$ cat config.mk
export PLATFORM = sky130hd
export DESIGN_NAME = fb_write_scheduler
export DESIGN_NICKNAME = d
export VERILOG_FILES = /design/src/rtl/fb_pkg.sv /design/src/rtl/fb_write_scheduler.sv
export SDC_FILE = /design/constraint.sdc
export NUM_CORES = 1
export LEC_CHECK = 0
export ABC_AREA = 0
export BUFFER_PORTS_ARGS = -buffer_cell sky130_fd_sc_hd__buf_4
export CAP_MARGIN = 20
export CORE_AREA = 2 2 86 88
export CTS_CLUSTER_SIZE = 16
export DETAILED_ROUTE_END_ITERATION = 8
export DIE_AREA = 0 0 88 90
export GPL_TIMING_DRIVEN = 0
export HOLD_SLACK_MARGIN = 0.15
export SLEW_MARGIN = 20
export SYNTH_ARGS = -nofsm -noshare
export SYNTH_HDL_FRONTEND = slang
export SYNTH_SLANG_ARGS = --single-unit
export TNS_END_PERCENT = 10
$ cat constraint.sdc
create_clock -name clk -period 3.2 [get_ports clk]
set_clock_uncertainty 0.2 [all_clocks]
set_input_delay 0 -clock clk [delete_from_list [all_inputs] [get_ports clk]]
set_output_delay 0 -clock clk [all_outputs]
set_load 0.005 [all_outputs]
$ cat src/rtl/fb_pkg.sv
// Shared constants and state encoding for the framebuffer write path.
package fb_pkg;

    localparam int ADDR_W          = 11;
    localparam int DATA_W          = 2;
    localparam int SLICES_PER_BYTE = 4;

    typedef enum logic [1:0] {
        IDLE,
        SLICE,
        CLEAR
    } fb_wr_state_t;

endpackage

$ cat src/rtl/fb_write_scheduler.sv
// Unpacks pixel bytes into 2-bit framebuffer writes and runs full-RAM clears,
// driving the RAM write port from registered outputs.
module fb_write_scheduler #(
    parameter int ADDR_W = 11,
    parameter int DATA_W = 2,
    parameter int BYTE_W = 8
) (
    input  logic              clk,
    input  logic              reset,
    input  logic              byte_valid,
    input  logic [BYTE_W-1:0] byte_data,
    output logic              byte_ready,
    input  logic              start_load,
    input  logic [ADDR_W-1:0] start_addr,
    input  logic              clear_req,
    input  logic [DATA_W-1:0] clear_value,
    output logic              clear_busy,
    output logic [ADDR_W-1:0] ram_waddr,
    output logic [DATA_W-1:0] ram_wdata,
    output logic              ram_we,
    output logic              ram_wclke,
    output logic              frame_done
);
    import fb_pkg::*;

    fb_wr_state_t      state, stateNext;
    logic [ADDR_W-1:0] ptr, ptrNext;
    logic [1:0]        sliceCnt, sliceCntNext;
    logic [BYTE_W-1:0] byteReg, byteRegNext;
    logic [DATA_W-1:0] clrValReg, clrValRegNext;
    logic              clearPending, clearPendingNext;
    logic [ADDR_W-1:0] clrAddr, clrAddrNext;

    logic              weNext;
    logic [ADDR_W-1:0] waddrNext;
    logic [DATA_W-1:0] wdataNext;
    logic              lastSlice;
    logic              byteFire;

    // Slice 0 is the most significant DATA_W bits of the byte.
    function automatic logic [DATA_W-1:0] sliceOf(input logic [BYTE_W-1:0] b,
                                                  input logic [1:0]        s);
        logic [BYTE_W-1:0] shifted;
        shifted = b >> ((SLICES_PER_BYTE - 1 - int'(s)) * DATA_W);
        return shifted[DATA_W-1:0];
    endfunction

    assign lastSlice  = (sliceCnt == 2'(SLICES_PER_BYTE - 1));
    assign byte_ready = !reset && !clearPending && !clear_req &&
                        ((state == IDLE) || ((state == SLICE) && lastSlice));
    assign byteFire   = byte_valid && byte_ready;
    assign clear_busy = clearPending || (state == CLEAR);
    assign ram_wclke  = ram_we;

    always_comb begin
        stateNext        = state;
        ptrNext          = ptr;
        sliceCntNext     = sliceCnt;
        byteRegNext      = byteReg;
        clrValRegNext    = clrValReg;
        clearPendingNext = clearPending;
        clrAddrNext      = clrAddr;

        case (state)
            IDLE: begin
                if (start_load) ptrNext = start_addr;
                if (byteFire) begin
                    byteRegNext  = byte_data;
                    sliceCntNext = '0;
                    stateNext    = SLICE;
                end else if (clear_req) begin
                    clrAddrNext   = '0;
                    clrValRegNext = clear_value;
                    stateNext     = CLEAR;
                end
            end
            SLICE: begin
                ptrNext      = ptr + ADDR_W'(1);
                sliceCntNext = sliceCnt + 2'd1;
                if (clear_req) clearPendingNext = 1'b1;
                if (lastSlice) begin
                    if (byteFire) begin
                        byteRegNext  = byte_data;
                        sliceCntNext = '0;
                    end else if (clearPending || clear_req) begin
                        clearPendingNext = 1'b0;
                        clrAddrNext      = '0;
                        clrValRegNext    = clear_value;
                        stateNext        = CLEAR;
                    end else begin
                        stateNext = IDLE;
                    end
                end
            end
            CLEAR: begin
                clrAddrNext = clrAddr + ADDR_W'(1);
                if (clrAddr == {ADDR_W{1'b1}}) begin
                    ptrNext          = '0;
                    clearPendingNext = 1'b0;
                    stateNext        = IDLE;
                end
            end
            default: stateNext = IDLE;
        endcase

        // The write port is registered, so it presents the write owned by the next state.
        weNext    = (stateNext != IDLE);
        waddrNext = '0;
        wdataNext = '0;
        if (stateNext == SLICE) begin
            waddrNext = ptrNext;
            wdataNext = sliceOf(byteRegNext, sliceCntNext);
        end else if (stateNext == CLEAR) begin
            waddrNext = clrAddrNext;
            wdataNext = clrValRegNext;
        end
    end

    // Stage p1: control state and RAM write port
    always_ff @(posedge clk) begin
        if (reset) begin
            state        <= IDLE;
            ptr          <= '0;
            sliceCnt     <= '0;
            clearPending <= 1'b0;
            clrAddr      <= '0;
            ram_we       <= 1'b0;
            ram_waddr    <= '0;
            ram_wdata    <= '0;
            frame_done   <= 1'b0;
        end else begin
            state        <= stateNext;
            ptr          <= ptrNext;
            sliceCnt     <= sliceCntNext;
            clearPending <= clearPendingNext;
            clrAddr      <= clrAddrNext;
            ram_we       <= weNext;
            ram_waddr    <= waddrNext;
            ram_wdata    <= wdataNext;
            frame_done   <= weNext && (waddrNext == {ADDR_W{1'b1}});
        end
    end

    always_ff @(posedge clk) begin
        byteReg   <= byteRegNext;
        clrValReg <= clrValRegNext;
    end

endmodule
==> summary.txt, run 1 <==
Final layout
  • Final core utilization: 51.0%
  • Most common cell after layout, fill and taps aside: dfxtp_1
  • Most frequent cells in the layout: dfxtp_1, buf_4, nor2_1
  • Share of cells above drive strength 1: around a fifth
  • Area delta synth->final: 32.8%
  • N_diodes: 0
  • Fillers: 679
  • Layout Nets: 436

STA
  • Peak Freq: 346 MHz
  • Max Slew Vio Count: 0
  • Tightest Pin Transition: 0.997 ns
  • Crit share post-route: 90.4%
  • Unrepaired setup endpoints after global routing: no
  • Count of final setup violators: 0
  • Final worst path period need: 2.89 ns
  • Relative slew slack: 33.4%
  • Hold Violations, Final: 0
  • Setup TNS: 0 ns

Global route
  • Total gr overflow: 0
  • Global-route wire length before repair: 12.6 mm
  • Pin count of the biggest net entering global routing: 16
  • Gr usage total: ~20%
  • Initial antenna violation count: 0
  • Vias in the first global route: between 2,000 and 3,000

Worst setup path
  • WS Path Type: reg -> reg
  • Crit. End Element: flip-flop
  • CP arrival: roughly 3 ns
  • Critical Path Source Type: flip-flop
  • CP top delay family: simple AND/OR/NAND/NOR gates
  • WP buf/inv: 0
  • Crit-path max cell delay: 0.66 ns
  • Crit-path max FO: 7
  • CP required: 3.23 ns
  • Slowest-stage cell, CP: nor3_1
  • Crit-path cells: ha_1, nor2b_1, nor3_1, a21oi_1, o32ai_1, o2111ai_1, nor4_2

Power
  • Leak pwr: 1.41 nW
  • Peak supply drop: 0.276 mV
  • Pwr dens: 429 nW/um^2

Placed design
  • Input/output buffers: between 40 and 50
  • Final RePlAce weighted congestion: around 0.91
  • Post-DP HPWL: around 5.5 mm

Yosys
  • Flip-flop and latch count after synthesis: 52
  • Synth area leaders: dfxtp_1, nor2_1, a21oi_1
  • Top_reg_cell synth: dfxtp_1
  • Syn Nets: 352
  • Post-synthesis sequential area ratio: 38.6%
  • Area leader, netlist: dfxtp_1
  • Unique masters post-synth: 57
  • Post-synthesis instance area: 2700 um^2
  • Share of flip-flops with an asynchronous set or reset: 0%
  • Synth Instances: 323
  • Syn Area/Cell: 8.36 um^2
  • Yosys warning count: 0
  • Synth top area share: 38.6%
  • Post-synth EDFFs: 0

Floorplan
  • Ports: 44
  • Die Wd: 88 um
  • Die Ht: 90 um
  • Total die area: 7920 um^2
  • Initial Utilization: 38.4%
  • Rows: 31
  • Core Footprint: 7020 um^2

Drt
  • TritonRoute pass-1 iters: 4
  • DR WL/cell: 15.3 um
  • ANT nets after route: 0
  • WL final: 7.77 mm
  • Number of remaining DRC errors: 0
  • Drt via density: 5.36
  • Routed vias: 2,719
  • Initial DRC Count: 195

Run
  • MaxCap Viol Count: 0

Clock tree
  • Worst-path clk slew: 0.10 ns
  • Number of CTS-inserted buffers: 5
  • Skew-Pair Late Insertion Delay: 0.31 ns
  • Root Driver: clkbuf_8
  • CTS tree: yes
  • CTS H-tree lvls: 2
  • Bufs on Longest Clock Path: 2
  • CTS Sinks: 52

Outcome
  • Status: finished, final reports clean

Min path
  • Min-delay worst type: in -> reg
-- cells by family after synthesis --
group                      synth area share, %
AOI/OAI and AO/OA                         23.7
muxes                                     3.34
DFF                                       38.6
buffers and inverters                     4.08
and+or+nand+nor                           27.0
xor gates and xnor gates                  1.95
adders and majority gates                 1.39
-- path summary, 6_finish.rpt --
kind / slack [ns] / endpoint / cells past startpoint / start
worst min register to register: 0.28 / clrValReg[0]$_DFF_P_ / 1 / clrValReg[0]$_DFF_P_
worst max-delay path: 0.31 / frame_done$_SDFF_PP0_ / 7 / sliceCnt[0]$_SDFF_PP0_
worst max register to register: 0.31 / frame_done$_SDFF_PP0_ / 7 / sliceCnt[0]$_SDFF_PP0_
worst min-delay path: 0.24 / byteReg[4]$_DFF_P_ / 5 / byte_valid
-- through the flow --
step	area [um^2]	worst slack (ns)	hold slack (ns)	total power, mW	std cells
floorplan	2700	0.963	-0.165	0.935	323
global placement	3150	0.425	0.0246	1.04	465
detailed placement	3150	0.389	0.0301	1.04	465
CTS	3560	0.0253	0.243	1.53	504
global route	3580	0.154	0.253	1.62	507
finish	3580	0.307	0.241	1.54	507
-- registers in the layout, summed over array words and instances, names as in the netlist --
register,flops
ram_waddr,11
ram_wclke,1
clrAddr,11
frame_done,1
clrValReg,2
state,2
byteReg,8
sliceCnt,2
ptr,11
clearPending,1
ram_wdata,2
-- synth_stat cells, drive strengths merged, types with 2 or more instances --
cell type,n
nor3,12
o2111ai,2
a221oi,3
inv,9
o31ai,3
a22o,2
and4,2
xor2,2
o211a,4
o21ai,17
nand4,4
nand3b,4
o32ai,3
nor2b,8
clkbuf,11
or4,2
xnor2,4
nor2,33
a2bb2oi,2
dfxtp,52
a211oi,4
nand2b,12
a32oi,2
o211ai,3
buf,6
a21oi,22
nor4,5
o31a,2
nand3,16
o22ai,4
o22a,2
o21a,4
or3,6
ha,3
a31oi,6
mux2,8
nand2,23
and3,3
nor3b,2
-- where the power goes --
group	switching [mW]	internal (mW)
Clock	0.229	0.233
Combinational	0.165	0.173
Sequential	0.0317	0.707
-- repair_timing --
item | 4_1_cts | 5_1_grt
hold buffers | 31 | 0
setup buffers | 0 | 4
endpoints found under the hold margin | 37 | 0
setup endpoints to repair | 0 | 4
gates resized for setup | 0 | 0
-- per-layer routing --
layer	vias to the layer above	wire, um	share of wire, %	track usage, %
met1	1274	3600	46	27.2
met4	0	104	1.3	6.03
met3	10	338	4.4	3.12
li1	1361	-	-	-
met5	-	0	0	0
met2	74	3720	48	32.6
-- cell type report --
cell class / instances / area (um^2) / area share [%]
timing repair buffer: 77 / 653 / 18.2
multi-input combinational: 245 / 1550 / 43.2
clock inverter: 2 / 35.0 / 0.978
sequential: 52 / 1040 / 29.1
inverter: 9 / 33.8 / 0.943
clock buffer: 6 / 72.6 / 2.03
buffer: 17 / 76.3 / 2.13
tap: 99 / 124 / 3.46
-- worst reg2reg max path: stages, from the launching register on --
cell and delay (ns):
dfxtp_1 0.37, ha_1 0.32, nor2b_1 0.17, nor3_1 0.66, a21oi_1 0.31, o32ai_1 0.42, o2111ai_1 0.20, nor4_2 0.16
Note: power is estimated with default switching activity, not from simulation.
==> inputs of run 2 (changes only) <==
--- a/config.mk
+++ b/config.mk
@@ -14,6 +14,7 @@
 export DIE_AREA = 0 0 88 90
 export GPL_TIMING_DRIVEN = 0
 export HOLD_SLACK_MARGIN = 0.15
+export MAX_ROUTING_LAYER = met4
 export SLEW_MARGIN = 20
 export SYNTH_ARGS = -nofsm -noshare
 export SYNTH_HDL_FRONTEND = slang
==> run 2 against run 1 <==
Clock power grew 6.3%. Routed wire length shrank 0.85%. Clock-buffer cell count grew 1. Via count grew 0.92%. Sequential cell count is the same. Largest cell class unchanged.
==> summary.txt, run 2 (synthesized netlist as in run 1, its figures left out) <==
STA
  • Count of final setup violators: 0 (unchanged)
  • Max Slew Vio Count: 0 (unchanged)
  • Peak Freq: 328 MHz (-5.1%)
  • Unrepaired setup endpoints after global routing: no
  • Hold Violations, Final: 0 (unchanged)
  • Tightest Pin Transition: 1.03 ns (+0.0315 ns)
  • Relative slew slack: 31.3% (-2.1 points)
  • Final worst path period need: 3.05 ns (+0.154 ns)
  • Crit share post-route: 95.2% (+4.8 points)
  • Setup TNS: 0 ns (unchanged)

Power
  • Leak pwr: 1.42 nW (+1.1%)
  • Pwr dens: 436 nW/um^2 (+1.6%)
  • Peak supply drop: 0.267 mV (-3.2%)

Drt
  • Initial DRC Count: 184 (-5.6%)
  • DR WL/cell: 15.1 um (-1.2%)
  • Number of remaining DRC errors: 0 (unchanged)
  • Drt via density: 5.39 (+0.52%)
  • TritonRoute pass-1 iters: 5 (+1)
  • WL final: 7.70 mm (-0.85%)
  • ANT nets after route: 0 (unchanged)
  • Routed vias: 2,744 (+0.92%)

Clock tree
  • Skew-Pair Late Insertion Delay: 0.30 ns (about the same)
  • Number of CTS-inserted buffers: 5 (unchanged)
  • CTS tree: yes
  • CTS H-tree lvls: 2 (unchanged)
  • Worst-path clk slew: 0.09 ns (about the same)
  • CTS Sinks: 52 (unchanged)
  • Bufs on Longest Clock Path: 2 (unchanged)
  • Resized cells post-CTS: 0 (unchanged)
  • Root Driver: clkbuf_8

Run
  • MaxCap Viol Count: 0 (unchanged)

Floorplan
  • Rows: 31 (unchanged)
  • Die Ht: 90 um (unchanged)
  • Total die area: 7920 um^2 (unchanged)
  • Ports: 44 (unchanged)
  • Core Footprint: 7020 um^2 (unchanged)
  • Die Wd: 88 um (unchanged)
  • Initial Utilization: 38.4% (unchanged)

Final layout
  • Share of cells above drive strength 1: 18.5% (-0.091 points)
  • Most frequent cells in the layout: dfxtp_1, buf_4, nor2_1, dlygate4sd3_1, nand2_1
  • Non-filler cells, final: 509 (+0.39%)
  • Design area: 3620 um^2 (+1.2%)
  • Most common cell after layout, fill and taps aside: dfxtp_1
  • N_diodes: 0 (unchanged)
  • Area delta synth->final: 34.3%
  • Layout Nets: 438 (+0.46%)
  • Largest registers: clrAddr (11), ptr (11), ram_waddr (11)

Global route
  • Vias in the first global route: 2,538 (+0.51%)
  • Total gr overflow: 0 (unchanged)
  • Pin count of the biggest net entering global routing: 16 (unchanged)
  • Initial antenna violation count: 0 (unchanged)
  • Global-route wire length before repair: 12.8 mm (+2.1%)
  • Gr usage total: 20.7% (+0.60 points)

Placed design
  • Final RePlAce weighted congestion: 0.895 (-1.3%)
  • Post-DP HPWL: 5.47 mm (-0.67%)
  • Input/output buffers: 43 (unchanged)
  • DP Cell Count: 465 (unchanged)
  • Placed inst area: 3150 um^2 (unchanged)

Min path
  • Min-delay worst type: in -> reg

Worst setup path
  • CP required: 3.22 ns (about the same)
  • WS Path Type: reg -> reg
  • Crit. End Element: flip-flop
  • Critical Path Source Type: flip-flop
  • Crit-path max FO: 6 (-1)
  • CP arrival: 3.06 ns (+0.14 ns)

Outcome
  • Status: finished, final reports clean
[run 2: critical path: stages, from the launching register on]
cell           delay, ns
dfxtp_1             0.38
or4b_4              0.58
dlygate4sd3_1       0.62
o32ai_4             0.38
o2111ai_1           0.24
o31ai_1             0.15
nand4_1             0.15
nor4_2              0.27
[run 2: path summary, 6_finish.rpt]
kind	to	slack, ns	cells after the start	startpoint
worst max-delay path	frame_done$_SDFF_PP0_	0.15	7	clearPending$_SDFFE_PP0P_
worst min-delay path	byteReg[5]$_DFF_P_	0.26	3	byte_data[5]
worst max register to register	frame_done$_SDFF_PP0_	0.15	7	clearPending$_SDFFE_PP0P_
worst min register to register	clrValReg[0]$_DFF_P_	0.28	1	clrValReg[0]$_DFF_P_
[run 2: metrics by stage]
stage                     hold slack, ns  util, %  power, mW  worst slack [ns]
after floorplan                   -0.165        -      0.935             0.963
after global placement            0.0265     44.8       1.04             0.388
after detailed placement          0.0285     44.8       1.04             0.362
after CTS                          0.253     51.3       1.58            0.0539
after global routing               0.269     51.6       1.66            0.0124
final                              0.259     51.6       1.58             0.153
[run 2: layer usage]
| layer | track usage [%] | part of all wire [%] | vias up | routed length (um) |
|---|---|---|---|---|
| li1 | - | - | 1358 | - |
| met1 | 29.0 | 47 | 1274 | 3590 |
| met2 | 30.1 | 47 | 93 | 3590 |
| met3 | 3.12 | 4.5 | 19 | 348 |
| met4 | 7.18 | 2.3 | 0 | 179 |
| met5 | - | 0 | - | 0 |
[run 2: final cells by class]
class	instances	area, um^2
Multi-Input combinational cell	245	1550
Buffer	17	76.3
Inverter	9	33.8
Clock inverter	1	30.0
Clock buffer	7	96.3
Fill cell	678	3400
Sequential cell	52	1040
Timing Repair Buffer	79	676
Tap cell	99	124
[run 2: what timing repair did]
action / in CTS / in global routing
hold buffers: 33 / 0
buffers inserted: 0 / 3
endpoints found under the setup margin: 0 / 1
hold endpoints to repair: 37 / 0
[run 2: where the power goes]
group	switching, mW	internal, mW
Combinational	0.169	0.182
Clock	0.214	0.276
Sequential	0.0328	0.707
Total	0.416	1.17
==> inputs of run 3 (changes only) <==
==> constraint.sdc (replaced) <==
create_clock -name clk -period 3.5 [get_ports clk]
set_clock_uncertainty 0.2 [all_clocks]
set_input_delay 0 -clock clk [delete_from_list [all_inputs] [get_ports clk]]
set_output_delay 0 -clock clk [all_outputs]
set_load 0.005 [all_outputs]
==> run 3 against run 2 <==
Sequential cell count unchanged. Largest power group unchanged. Sequential power down 8.6%. Final area down 0.62%. Critical path type unchanged. Non-clock buffer count down 3. Combinational power down 9.7%. Routed wire length up 0.68%. Die area unchanged. Cell count down 0.59%. Clock power down 7.9%. First-iteration DRC count up 7.6%. Sequential share of layout area up 0.18 points. Critical path depth unchanged. Highest routed layer unchanged.
==> summary.txt, run 3 (synthesized netlist as in run 1, its figures left out) <==
Worst setup path
  • CP required: 3.52 ns (+0.30 ns)
  • Reg2reg setup slack: 0.35 ns (+0.19 ns)
  • CP arrival: 3.17 ns (+0.11 ns)
  • Crit. End Element: flip-flop
  • WS Path Type: reg -> reg
  • R2R Path End: frame_done$_SDFF_PP0_
  • Worst r2r src: clearPending$_SDFFE_PP0P_
  • Crit-path max FO: 8 (+2)
  • Critical Path Source Type: flip-flop
  • Reg2reg path depth: 7 (unchanged)

Drt
  • DR WL/cell: 15.3 um (+1.3%)
  • Routed vias: 2,756 (+0.44%)
  • Initial DRC Count: 198 (+7.6%)
  • Drt via density: 5.45 (+1.0%)
  • Number of remaining DRC errors: 0 (unchanged)
  • WL final: 7.75 mm (+0.68%)
  • TritonRoute pass-1 iters: 5 (unchanged)
  • ANT nets after route: 0 (unchanged)

Power
  • Leak pwr: 1.41 nW (-1.1%)
  • Sw frac: 26.5% (+0.19 points)
  • Pwr dens: 401 nW/um^2 (-8.1%)
  • Pint: 1.06 mW (-8.9%)
  • Peak supply drop: 0.244 mV (-8.6%)
  • Power consumption: 1.44 mW (-8.6%)
  • Clock share of power: 31.3% (+0.3 points)
  • Comb pwr share: 21.9% (-0.3 points)
  • Psw: 0.383 mW (-8.0%)
  • Sequential Power Share: 46.8% (about the same)

Final layout
  • Final core utilization: 51.3% (-0.32 points)
  • Sequential Area: 1040 um^2 (unchanged)
  • Largest registers: clrAddr (11), ptr (11), ram_waddr (11)
  • Most common cell after layout, fill and taps aside: dfxtp_1
  • Layout Nets: 435 (-0.68%)
  • Share of cells above drive strength 1: 17.9% (-0.60 points)
  • Fillers: 680 (+0.29%)
  • Non-filler cells, final: 506 (-0.59%)
  • Area delta synth->final: 33.5%
  • Most frequent cells in the layout: dfxtp_1, buf_4, nor2_1, dlygate4sd3_1, nand2_1
  • Multi-input logic area: 1550 um^2 (unchanged)
  • N_diodes: 0 (unchanged)

Outcome
  • Status: finished, final reports clean

STA
  • Final worst slack: 0.347 ns (+0.194 ns)
  • Final worst path period need: 3.15 ns (+0.106 ns)
  • Setup TNS: 0 ns (unchanged)
  • Unrepaired setup endpoints after global routing: no
  • Hold Violations, Final: 0 (unchanged)
  • Peak Freq: 317 MHz (-3.4%)
  • Tightest Pin Transition: 1.08 ns (+0.0509 ns)
  • Relative slew slack: 27.9% (-3.4 points)
  • Max Slew Vio Count: 0 (unchanged)
  • Count of final setup violators: 0 (unchanged)
  • Crit share post-route: 90.1% (-5.1 points)

Global route
  • Global-route wire length before repair: 12.8 mm (unchanged)
  • Initial antenna violation count: 0 (unchanged)
  • Vias in the first global route: 2,538 (unchanged)
  • Pin count of the biggest net entering global routing: 16 (unchanged)
  • Routing usage on met2: 30.1% (unchanged)
  • Met3 usage: 3.12% (unchanged)
  • Met1 Resource Use GR: 29.0% (unchanged)
  • Total gr overflow: 0 (unchanged)
  • Gr usage total: 20.7% (unchanged)
  • Global route hottest layer: met2

Clock tree
  • CTS tree: yes
  • Worst-path clk slew: 0.09 ns (about the same)
  • CTS Hold Buffers Added: 33 (unchanged)
  • Bufs on Longest Clock Path: 2 (unchanged)
  • Post-CTS setup buffers: 0 (unchanged)
  • Skew-Pair Late Insertion Delay: 0.31 ns (about the same)
  • CTS Sinks: 52 (unchanged)
  • Number of CTS-inserted buffers: 5 (unchanged)
  • Resized cells post-CTS: 0 (unchanged)
  • CTS H-tree lvls: 2 (unchanged)
  • Root Driver: clkbuf_8

Floorplan
  • Die Wd: 88 um (unchanged)
  • Rows: 31 (unchanged)
  • Total die area: 7920 um^2 (unchanged)
  • Initial Utilization: 38.4% (unchanged)
  • Ports: 44 (unchanged)
  • Core Footprint: 7020 um^2 (unchanged)
  • Die Ht: 90 um (unchanged)

Placed design
  • DP Cell Count: 465 (unchanged)
  • Worst slack, placed: 0.662 ns (+0.300 ns)
  • Post-DP HPWL: 5.47 mm (unchanged)
  • Input/output buffers: 43 (unchanged)
  • Final RePlAce weighted congestion: 0.895 (unchanged)

Min path
  • Hold Path Origin: byte_data[5]
  • Min-delay worst type: in -> reg
  • Hold Path End: byteReg[5]$_DFF_P_
  • Hold Path Depth: 3 (unchanged)

Run
  • MaxCap Viol Count: 0 (unchanged)
-- run 3: changes by cell type in the layout (fill, tap and decap cells not counted), sizes merged --
| cell | delta |
|---|---|
| buf | -3 |
-- run 3: layout make-up --
type	count	area share, %
Buffer	17	2.12
Clock buffer	7	2.67
Clock inverter	1	0.834
Inverter	9	0.938
Multi-Input combinational cell	245	43.0
Sequential cell	52	28.9
Tap cell	99	3.44
Timing Repair Buffer	76	18.1
-- run 3: worst max-delay path by stage --
stage	start	end	slack (ns)	depth (start not counted)
CTS	clearPending$_SDFFE_PP0P_	frame_done$_SDFF_PP0_	0.35	7
global route	clearPending$_SDFFE_PP0P_	frame_done$_SDFF_PP0_	0.21	7
detailed placement	sliceCnt[0]$_SDFF_PP0_	frame_done$_SDFF_PP0_	0.66	7
floorplan	clearPending$_SDFFE_PP0P_	ram_wdata[1]$_SDFF_PP0_	1.26	6
global placement	sliceCnt[0]$_SDFF_PP0_	frame_done$_SDFF_PP0_	0.69	7
finish	clearPending$_SDFFE_PP0P_	frame_done$_SDFF_PP0_	0.35	7
-- run 3: worst max-delay path, cell delays in order (launching register included) --
cell and delay (ns):
dfxtp_1 0.38, or4b_4 0.58, dlygate4sd3_1 0.61, o32ai_4 0.44, o2111ai_1 0.28, o31ai_1 0.16
nand4_1 0.15, nor4_2 0.27
-- run 3: power by group through the flow --
stage	sequential, mW	clock, mW	combinational [mW]
2_1_floorplan	0.682	0	0.173
3_3_place_gp	0.687	0	0.262
3_5_place_dp	0.689	0	0.264
4_1_cts	0.676	0.458	0.313
5_1_grt	0.684	0.480	0.346
6_report	0.676	0.452	0.317
-- run 3: through the flow --
step                area, um^2  hold WS [ns]
finish                    3600         0.255
global route              3600         0.269
CTS                       3600         0.253
detailed placement        3150        0.0285
global placement          3150        0.0265
floorplan                 2700        -0.165
-- run 3: metal layers --
metal	share of wire, %	up-vias
met2	46	102
li1	-	1355
met5	0	-
met3	5.5	18
met1	47	1281
met4	1.9	0
